[src/rtl/hier_node_sequencer.sv]
// hier_node_sequencer
//   Hierarchy node controller. Accepts a run request from a parent node,
//   launches the enabled children (all at once or one after another), and
//   collects their completion pulses. A per-child wait budget bounds each
//   child. The run ends with a done pulse, an error flag and two result masks.
//
// Ports
//   clk, rst      : rising-edge clock, synchronous active-high reset
//   start_valid/start_ready : run request handshake from the parent
//   mode          : 0 = sequential, 1 = parallel (sampled at accept)
//   child_en      : per-child enable mask (sampled at accept)
//   child_start   : one-cycle start pulse per child
//   child_done    : one-cycle completion pulse per child
//   busy          : run in progress
//   done, err     : run-complete pulse, and "some enabled child timed out"
//   done_mask     : children that completed in the last run
//   timeout_mask  : enabled children that did not complete in the last run
module hier_node_sequencer #(
  parameter int NUM_CHILDREN = 5,
  parameter int TIMEOUT      = 255,
  parameter int CNT_W        = $clog2(TIMEOUT + 1)
) (
  input  logic                    clk,
  input  logic                    rst,
  input  logic                    start_valid,
  output logic                    start_ready,
  input  logic                    mode,
  input  logic [NUM_CHILDREN-1:0] child_en,
  output logic [NUM_CHILDREN-1:0] child_start,
  input  logic [NUM_CHILDREN-1:0] child_done,
  output logic                    busy,
  output logic                    done,
  output logic                    err,
  output logic [NUM_CHILDREN-1:0] done_mask,
  output logic [NUM_CHILDREN-1:0] timeout_mask
);

  typedef enum logic [1:0] {IDLE, LAUNCH, WAIT, FINISH} state_e;

  localparam logic [NUM_CHILDREN-1:0] ONE = NUM_CHILDREN'(1);
  localparam logic [CNT_W-1:0]        TMO = CNT_W'(TIMEOUT);

  state_e                  state_q, state_d;
  logic                    mode_q, mode_d;
  logic [NUM_CHILDREN-1:0] en_q, en_d;
  logic [NUM_CHILDREN-1:0] launched_q, launched_d;
  logic [NUM_CHILDREN-1:0] cur_q, cur_d;        // child(ren) started by the last LAUNCH
  logic [NUM_CHILDREN-1:0] done_mask_q, done_mask_d;
  logic [NUM_CHILDREN-1:0] tmask_q, tmask_d;
  logic [CNT_W-1:0]        cnt_q, cnt_d;
  logic [NUM_CHILDREN-1:0] start_c;
  logic [NUM_CHILDREN-1:0] pend;
  logic [NUM_CHILDREN-1:0] accepted;
  logic                    hit;

  // NOTE: every signal assigned here gets a default first, so no path through
  // the case statement leaves a value unassigned and no latch is inferred.
  always_comb begin
    state_d     = state_q;
    mode_d      = mode_q;
    en_d        = en_q;
    launched_d  = launched_q;
    cur_d       = cur_q;
    done_mask_d = done_mask_q;
    tmask_d     = tmask_q;
    cnt_d       = cnt_q;
    start_c     = '0;
    accepted    = '0;
    hit         = 1'b0;
    pend        = en_q & ~launched_q;

    unique case (state_q)
      IDLE: begin
        if (start_valid) begin
          mode_d      = mode;
          en_d        = child_en;
          launched_d  = '0;
          cur_d       = '0;
          done_mask_d = '0;
          tmask_d     = '0;
          state_d     = (child_en == '0) ? FINISH : LAUNCH;
        end
      end

      LAUNCH: begin
        // Sequential mode isolates the lowest pending bit (x & -x).
        start_c    = mode_q ? en_q : (pend & (~pend + ONE));
        launched_d = launched_q | start_c;
        cur_d      = start_c;
        cnt_d      = '0;
        state_d    = WAIT;
      end

      WAIT: begin
        accepted    = child_done & launched_q & ~done_mask_q;
        done_mask_d = done_mask_q | accepted;
        cnt_d       = (cnt_q == TMO) ? cnt_q : cnt_q + CNT_W'(1);
        hit         = (cnt_d == TMO);
        // Done is evaluated before the timeout so a completion arriving in
        // the timeout cycle still counts.
        if (mode_q) begin
          if ((en_q & ~done_mask_d) == '0) state_d = FINISH;
          else if (hit)                    state_d = FINISH;
        end else begin
          if ((cur_q & done_mask_d) != '0) state_d = (pend != '0) ? LAUNCH : FINISH;
          else if (hit)                    state_d = FINISH;
        end
        if (state_d == FINISH) tmask_d = en_q & ~done_mask_d;
      end

      FINISH: state_d = IDLE;

      default: state_d = IDLE;
    endcase
  end

  // NOTE: state registers use non-blocking assignments so every flop samples
  // the pre-edge values regardless of statement order.
  always_ff @(posedge clk) begin
    if (rst) begin
      state_q     <= IDLE;
      mode_q      <= 1'b0;
      en_q        <= '0;
      launched_q  <= '0;
      cur_q       <= '0;
      done_mask_q <= '0;
      tmask_q     <= '0;
      cnt_q       <= '0;
    end else begin
      state_q     <= state_d;
      mode_q      <= mode_d;
      en_q        <= en_d;
      launched_q  <= launched_d;
      cur_q       <= cur_d;
      done_mask_q <= done_mask_d;
      tmask_q     <= tmask_d;
      cnt_q       <= cnt_d;
    end
  end

  // Control outputs are masked by rst so an abort takes effect in the same
  // cycle rst is raised, before the registers clear on the next edge.
  assign start_ready  = (state_q == IDLE) && !rst;
  assign busy         = (state_q != IDLE) && !rst;
  assign done         = (state_q == FINISH) && !rst;
  assign err          = done && (tmask_q != '0);
  assign child_start  = rst ? '0 : start_c;
  assign done_mask    = done_mask_q;
  assign timeout_mask = tmask_q;

endmodule

[config.mk]
export PLATFORM = sky130hd
export DESIGN_NAME = hier_node_sequencer
export DESIGN_NICKNAME = d
export VERILOG_FILES = /design/src/rtl/hier_node_sequencer.sv
export SDC_FILE = /design/constraint.sdc
export NUM_CORES = 1
export LEC_CHECK = 0
export BUFFER_PORTS_ARGS = -buffer_cell sky130_fd_sc_hd__clkbuf_2
export CORE_MARGIN = 3
export CORE_UTILIZATION = 55
export DETAILED_ROUTE_END_ITERATION = 8
export GPL_ROUTABILITY_DRIVEN = 0
export PLACE_DENSITY = 0.79
export RECOVER_POWER = 100
export SYNTH_ARGS = -nofsm -noshare
export SYNTH_HDL_FRONTEND = slang
export SYNTH_SLANG_ARGS = --single-unit
[constraint.sdc]
create_clock -name clk -period 2.3 [get_ports clk]
set_input_delay 0.46 -clock clk [delete_from_list [all_inputs] [get_ports clk]]
set_output_delay 0.46 -clock clk [all_outputs]
set_load 0.005 [all_outputs]
# ---- Word level (Yosys, flattened, before mapping)
# Index checks and enable logic that the tools add are counted.
dict set report word_totals {
  reg_bits 36
  in_bits 14
  output_inout_bits 19
  elab_cells 69
}
dict set report classes {
  add_sub_neg 2
  n_eq_ne 8
  mux 20
  bitwise 12
  reduce_logical 19
}
# op count
set op_table {}
lappend op_table {{$pmux W5 S2} 4}
lappend op_table {{$and A5 B5 Y5} 6}
lappend op_table {{$mux W5} 5}
lappend op_table {{$not A5 Y5} 4}
lappend op_table {{$eq A8 B8 Y1 const B} 2}
lappend op_table {{$mux W2} 8}
lappend op_table {{$pmux W8 S2} 1}
lappend op_table {{$reduce_bool A5 Y1} 3}
lappend op_table {{$logic_not A5 Y1} 2}
lappend op_table {{$or A5 B5 Y5} 2}
lappend op_table {{$add A8 B1 Y8 const B} 1}
lappend op_table {{$mux W8} 1}
lappend op_table {{$pmux W2 S4} 1}
lappend op_table {{$reduce_bool A2 Y1} 4}
lappend op_table {{$eq A2 B2 Y1 const B} 3}
lappend op_table {{$reduce_and A2 Y1} 3}
lappend op_table {{$add A5 B1 Y5 const B} 1}
lappend op_table {{$logic_and A1 B1 Y1} 4}
lappend op_table {{$ne A2 B2 Y1 const B} 2}
lappend op_table {{$reduce_and A3 Y1} 1}
lappend op_table {{$eq A2 B1 Y1 const B} 1}
lappend op_table {{$logic_not A2 Y1} 1}
lappend op_table {{$logic_not A1 Y1} 1}

# ---- Logic depth before layout (Yosys ltp)
dict set report logic_depth {
  depth_word 12
  ltp_mapped 8
  depth_no_buf 8
}

# ---- Least setup slack after synthesis
# No wires, ideal clock.
dict set report synth_path {
  kind {flip-flop to flip-flop}
  start {register cnt_q[0]}
  end {register tmask_q[0], in the netlist timeout_mask[0]}
  setup_ps 117
  arrival_ps 1972
  t_required_ps 2183
  path_slack_ps 210
  path_stages_with_launch 9
  n_path_buf 0
  period_less_slack_ps 2090
  cell_sequence {dfxtp_1 ha_1 nand3_1 nor3_4 mux2_2 o211ai_4 o21bai_4 o2bb2ai_2 a32o_1}
}
dict set report synth_via {
  elab_chain_cells 10
  word_cells_on_any_way 12
  classes_between {add/sub: 1; eq/ne: 4; mux: 6; reduce/logical: 1}
}
# item line
set synth_lines {}
lappend synth_lines {{start: declaration} 50} ;# logic [CNT_W-1:0] cnt_q, cnt_d;
lappend synth_lines {{start signal: assignment} 137} ;# cnt_q <= cnt_d;
lappend synth_lines {{$add A8 B1 Y8 / $eq A8 B8 Y1 (equally long branches)} 97} ;# cnt_d = (cnt_q == TMO) ? cnt_q : cnt_q + CNT_W'(1);
lappend synth_lines {{$mux W8 (*)} 97}
lappend synth_lines {{$eq A8 B8 Y1 (*)} 98} ;# hit = (cnt_d == TMO);
lappend synth_lines {{$mux W2 (*)} {103, 106}}
lappend synth_lines {{$mux W2, on equally long branches} {105, 102}}
lappend synth_lines {{$mux W2 (*)} 101} ;# if (mode_q) begin
lappend synth_lines {{$mux W2 (*)} 72} ;# unique case (state_q)
lappend synth_lines {{$eq A2 B2 Y1 (*)} 108} ;# if (state_d == FINISH) tmask_d = en_q & ~done_mask_d;
lappend synth_lines {{$ne A2 B2 Y1 (no source line) (*)} n/a}
lappend synth_lines {{$reduce_and A3 Y1 (no source line) (*)} n/a}
lappend synth_lines {{end signal: assignment} 136} ;# tmask_q <= tmask_d;
lappend synth_lines {{end: declaration} 49} ;# logic [NUM_CHILDREN-1:0] tmask_q, tmask_d;
# Every way passes the cells marked *; elsewhere a longest branch is shown, timed or not. The select of a mux whose other input is x is not followed.
# A chain may end at the register's enable or synchronous reset.

# ---- Worst setup path after layout
dict set report layout_path {
  start {register cnt_q[1]}
  end {register tmask_q[2], in the netlist timeout_mask[2]}
}
# The elaborated chain is that of the path after synthesis.

==> results list <==
* Vias per cell: 5.85
- Fraction of the yosys area taken by sequential cells: 0.384
- Final core area utilization: 0.692
- CP max stage cell: sky130_fd_sc_hd__dfxtp_1
- In the finished design, the share of the clock period the worst path needs comes to 0.964.
- Counting both buffers and inverters, the worst setup path holds a total of 0.
* Post-CTS Hold Buffers: 0
- The first global-routing pass estimated about 7.3 mm of wire.
* Maximum clock rate: around 450 MHz
- Clock-pin slew reported for the worst setup and hold paths after clock tree synthesis: 0.11 ns
- Mapped Avg Cell Area: roughly 8.1 sq um
* GR Util All Layers: 0.228
- Gate count after technology mapping: 231
* Count of warnings emitted by yosys: 0
* Layout cells sized above 1: 0.208
- Clock latency of the later-clocked register in the worst-skew pair: around 0.34 ns
* Maximum vdd drop: 519 uV
- The kind of cell with the highest combined delay along the critical path is compound AO/OA/AOI/OAI gates.
* Design Power: 1.72 mW
- The clock arrives with between 0.009 and 0.01 ns of skew.
- In this run the number of H-tree levels came out at 2.
- Post-placement worst setup slack: approximately 0.13 ns
* Remaining Overflow, GRT: 0
* TritonCTS sink count: 36
* R2R setup slack: 0.08 ns
- Share of async-settable or async-resettable flops after synthesis: 0
* Count of buffers inserted at the top-level ports: 32
- When the netlist entered floorplanning its net count stood at 250.
- Sum of negative setup slack: 0 ns
- Height of the die: 64.4 microns
* Number of iterations in the first detailed-routing pass: 4
- For this design the ratio of total power to cell area is 787 mW/mm^2.
- The final layout contains roughly 280 nets.
* CP Class: reg2reg
- Dpl hpwl: 3.45 mm
- Entering global routing, the biggest net connects 27 pins.
- Die Outline Area: 0.00415 sq mm
- Total placed instance area: 0.00211 sq mm
* Clock tree from TritonCTS: done
* Via count of the routed design: 1,807
- Smallest setup slack after layout: between 0.08 and 0.09 ns
- IO Count: 33
- The layout has 276 filler cells.
- The via count of the first global-routing pass is 1,600.
* Leak Pwr: between 0.8 and 0.9 nW
* Register area: between 700 and 800 sq um
- Final critical-path required period: 2.22 ns
* Count of final setup violators: 0
- The detail route stage leaves a number of antenna-violating nets equal to 0.
* Post-Syn Area: 0.00188 sq mm
- Final design area excluding fillers: 0.00218 sq mm
* Die boundary width: 64.4 microns
* Unrepaired setup endpoints after global routing: no
* Core area: 0.00315 sq mm
* Mean routed wirelength per cell: 15.1 microns
* Total CTS buffers: 5
* Layout-stage area growth over the synthesis result: 16.1%
* CP startpoint kind: flop
* Worst min path class: in2reg
- Count of maximum capacitance violations: 0
- After the first detailed-routing iteration, the DRC count stood at about 140.
- For the worst setup path, the data arrival time is 2.46 ns.
- Buffers from clock root to sink, at most: 2
* Count of flip-flops with a built-in enable after synthesis: 0
- Instance count after placement with tap cells included: 301
* Max FO, Critical Path: 5
- Initial core utilization: 0.596
* CTS root buf: sky130_fd_sc_hd__clkbuf_4
- The number of failing hold endpoints at the final stage is 0.
* Data required time at the worst endpoint: 2.54 ns
* Residual DRC: 0
- Relative slew margins: 0.516
* Number of placement rows: 20
* Worst-margin pin slew: 0.719 ns
- The run finished with clean final reports.
* Routed Wire Length: approximately 4.7 mm
* Number of cells in the finished layout apart from fillers: 309
- Antenna violations before repair: 0
- Critical path cell sequence: ha_1 > nand3_1 > nor3_4 > mux2_1 > o211ai_4 > o21bai_2 > o2bb2ai_2 > a32o_1
- Yosys mapped the design onto 40 distinct sky130hd cell types.
* Final max-slew violation count: 0
- Among all flip-flop cells after synthesis, the most frequent one is sky130_fd_sc_hd__dfxtp_1.
* # diodes: 0
- After synthesis the netlist holds a flip-flop and latch count of 36.
* Sort of element at the end of the critical path: flop
- For this run, the slowest stage of the critical path takes 0.42 ns.
- Hold is met by 0.333 ns.
- Footprint of the multi-input gates: 0.00110 sq mm
## flip-flops by register name (all words and copies together), names as in the netlist
| name | count |
|---|---|
| cur_q | 5 |
| cnt_q | 8 |
| timeout_mask | 5 |
| launched_q | 5 |
| state_q | 2 |
| done_mask | 5 |
| mode_q | 1 |
| en_q | 5 |
## power by group
group	switching (mW)	leakage, nW	total, mW	internal (mW)
Sequential	0.0575	0.294	0.727	0.669
Clock	0.196	0.0326	0.347	0.151
Combinational	0.414	0.509	0.643	0.229
## area by class of cell
type | instances | share of cell area
timing repair buffer | 38 | 0.0970
multi-input combinational | 175 | 0.503
tap | 44 | 0.0252
inverter | 8 | 0.0138
clock buffer | 8 | 0.0270
sequential | 36 | 0.334
## cells in the final DEF, fill, tap and decap left out, drive strengths merged, types with 2 or more instances in the layout
master   netlist  routed
clkbuf         9      39
nor2          36      36
dfxtp         36      36
nand2         27      27
a21oi         23      23
o21ai         11      11
inv            8       8
a22oi          7       7
nor2b          7       7
buf            3       7
a211oi         6       6
o211ai         6       6
o21a           5       5
a32o           5       5
ha             5       5
a21o           4       4
nand3          4       4
nor3           4       4
nand2b         3       3
or4            2       2
a2bb2oi        2       2
a41oi          2       2
a32oi          2       2
## worst register-to-register path: stages, from the launching register on
cell                        delay, ns
sky130_fd_sc_hd__dfxtp_1         0.42
sky130_fd_sc_hd__ha_1            0.26
sky130_fd_sc_hd__nand3_1         0.19
sky130_fd_sc_hd__nor3_4          0.18
sky130_fd_sc_hd__mux2_1          0.38
sky130_fd_sc_hd__o211ai_4        0.19
sky130_fd_sc_hd__o21bai_2        0.13
sky130_fd_sc_hd__o2bb2ai_2       0.17
sky130_fd_sc_hd__a32o_1          0.22
## layer usage
metal	vias up	share of wire	global-route usage
met5	-	0	0
met2	56	0.47	0.367
met1	843	0.45	0.303
met3	9	0.059	0.0416
li1	899	-	-
met4	0	0.015	0.0897
## cell usage after synthesis (3+ instances only)
| cell type | number | area [sq um] |
|---|---|---|
| sky130_fd_sc_hd__clkbuf_1 | 9 | 33.8 |
| sky130_fd_sc_hd__a211oi_1 | 6 | 45.0 |
| sky130_fd_sc_hd__inv_1 | 8 | 30.0 |
| sky130_fd_sc_hd__nand3_1 | 3 | 15.0 |
| sky130_fd_sc_hd__nor2b_1 | 7 | 43.8 |
| sky130_fd_sc_hd__a22oi_1 | 7 | 52.6 |
| sky130_fd_sc_hd__o21a_1 | 5 | 37.5 |
| sky130_fd_sc_hd__a21o_1 | 4 | 30.0 |
| sky130_fd_sc_hd__nand2b_1 | 3 | 18.8 |
| sky130_fd_sc_hd__a32o_1 | 5 | 50.1 |
| sky130_fd_sc_hd__ha_1 | 5 | 62.6 |
| sky130_fd_sc_hd__buf_1 | 3 | 11.3 |
| sky130_fd_sc_hd__o21ai_0 | 11 | 55.1 |
| sky130_fd_sc_hd__dfxtp_1 | 36 | 721 |
| sky130_fd_sc_hd__nor2_1 | 36 | 135 |
| sky130_fd_sc_hd__nand2_1 | 27 | 101 |
| sky130_fd_sc_hd__o211ai_1 | 5 | 37.5 |
| sky130_fd_sc_hd__a21oi_1 | 23 | 115 |
## logic make-up (layout without fill, tap and decap cells)
logic type | Yosys count | count (layout) | share of synthesized area
fa+ha+maj | 5 | 5 | 0.0333
compound gates | 81 | 81 | 0.314
flops | 36 | 36 | 0.384
mux | 2 | 2 | 0.0113
buf+inv | 20 | 54 | 0.0400
simple gates | 87 | 87 | 0.217
## final timing paths
path	start	to	cells past startpoint
worst min-delay path	mode	mode_q	3
worst max register to register	cnt_q[1]	timeout_mask[2]	8
worst max-delay path	cnt_q[1]	timeout_mask[2]	8
worst min register to register	cur_q[2]	cur_q[2]	2
## timing repair
| action | CTS | global route |
|---|---|---|
| endpoints found under the setup margin | 0 | 2 |
| gates resized for setup | 0 | 11 |
| setup buffers | 0 | 0 |
Note: power is estimated with default switching activity, not from simulation.
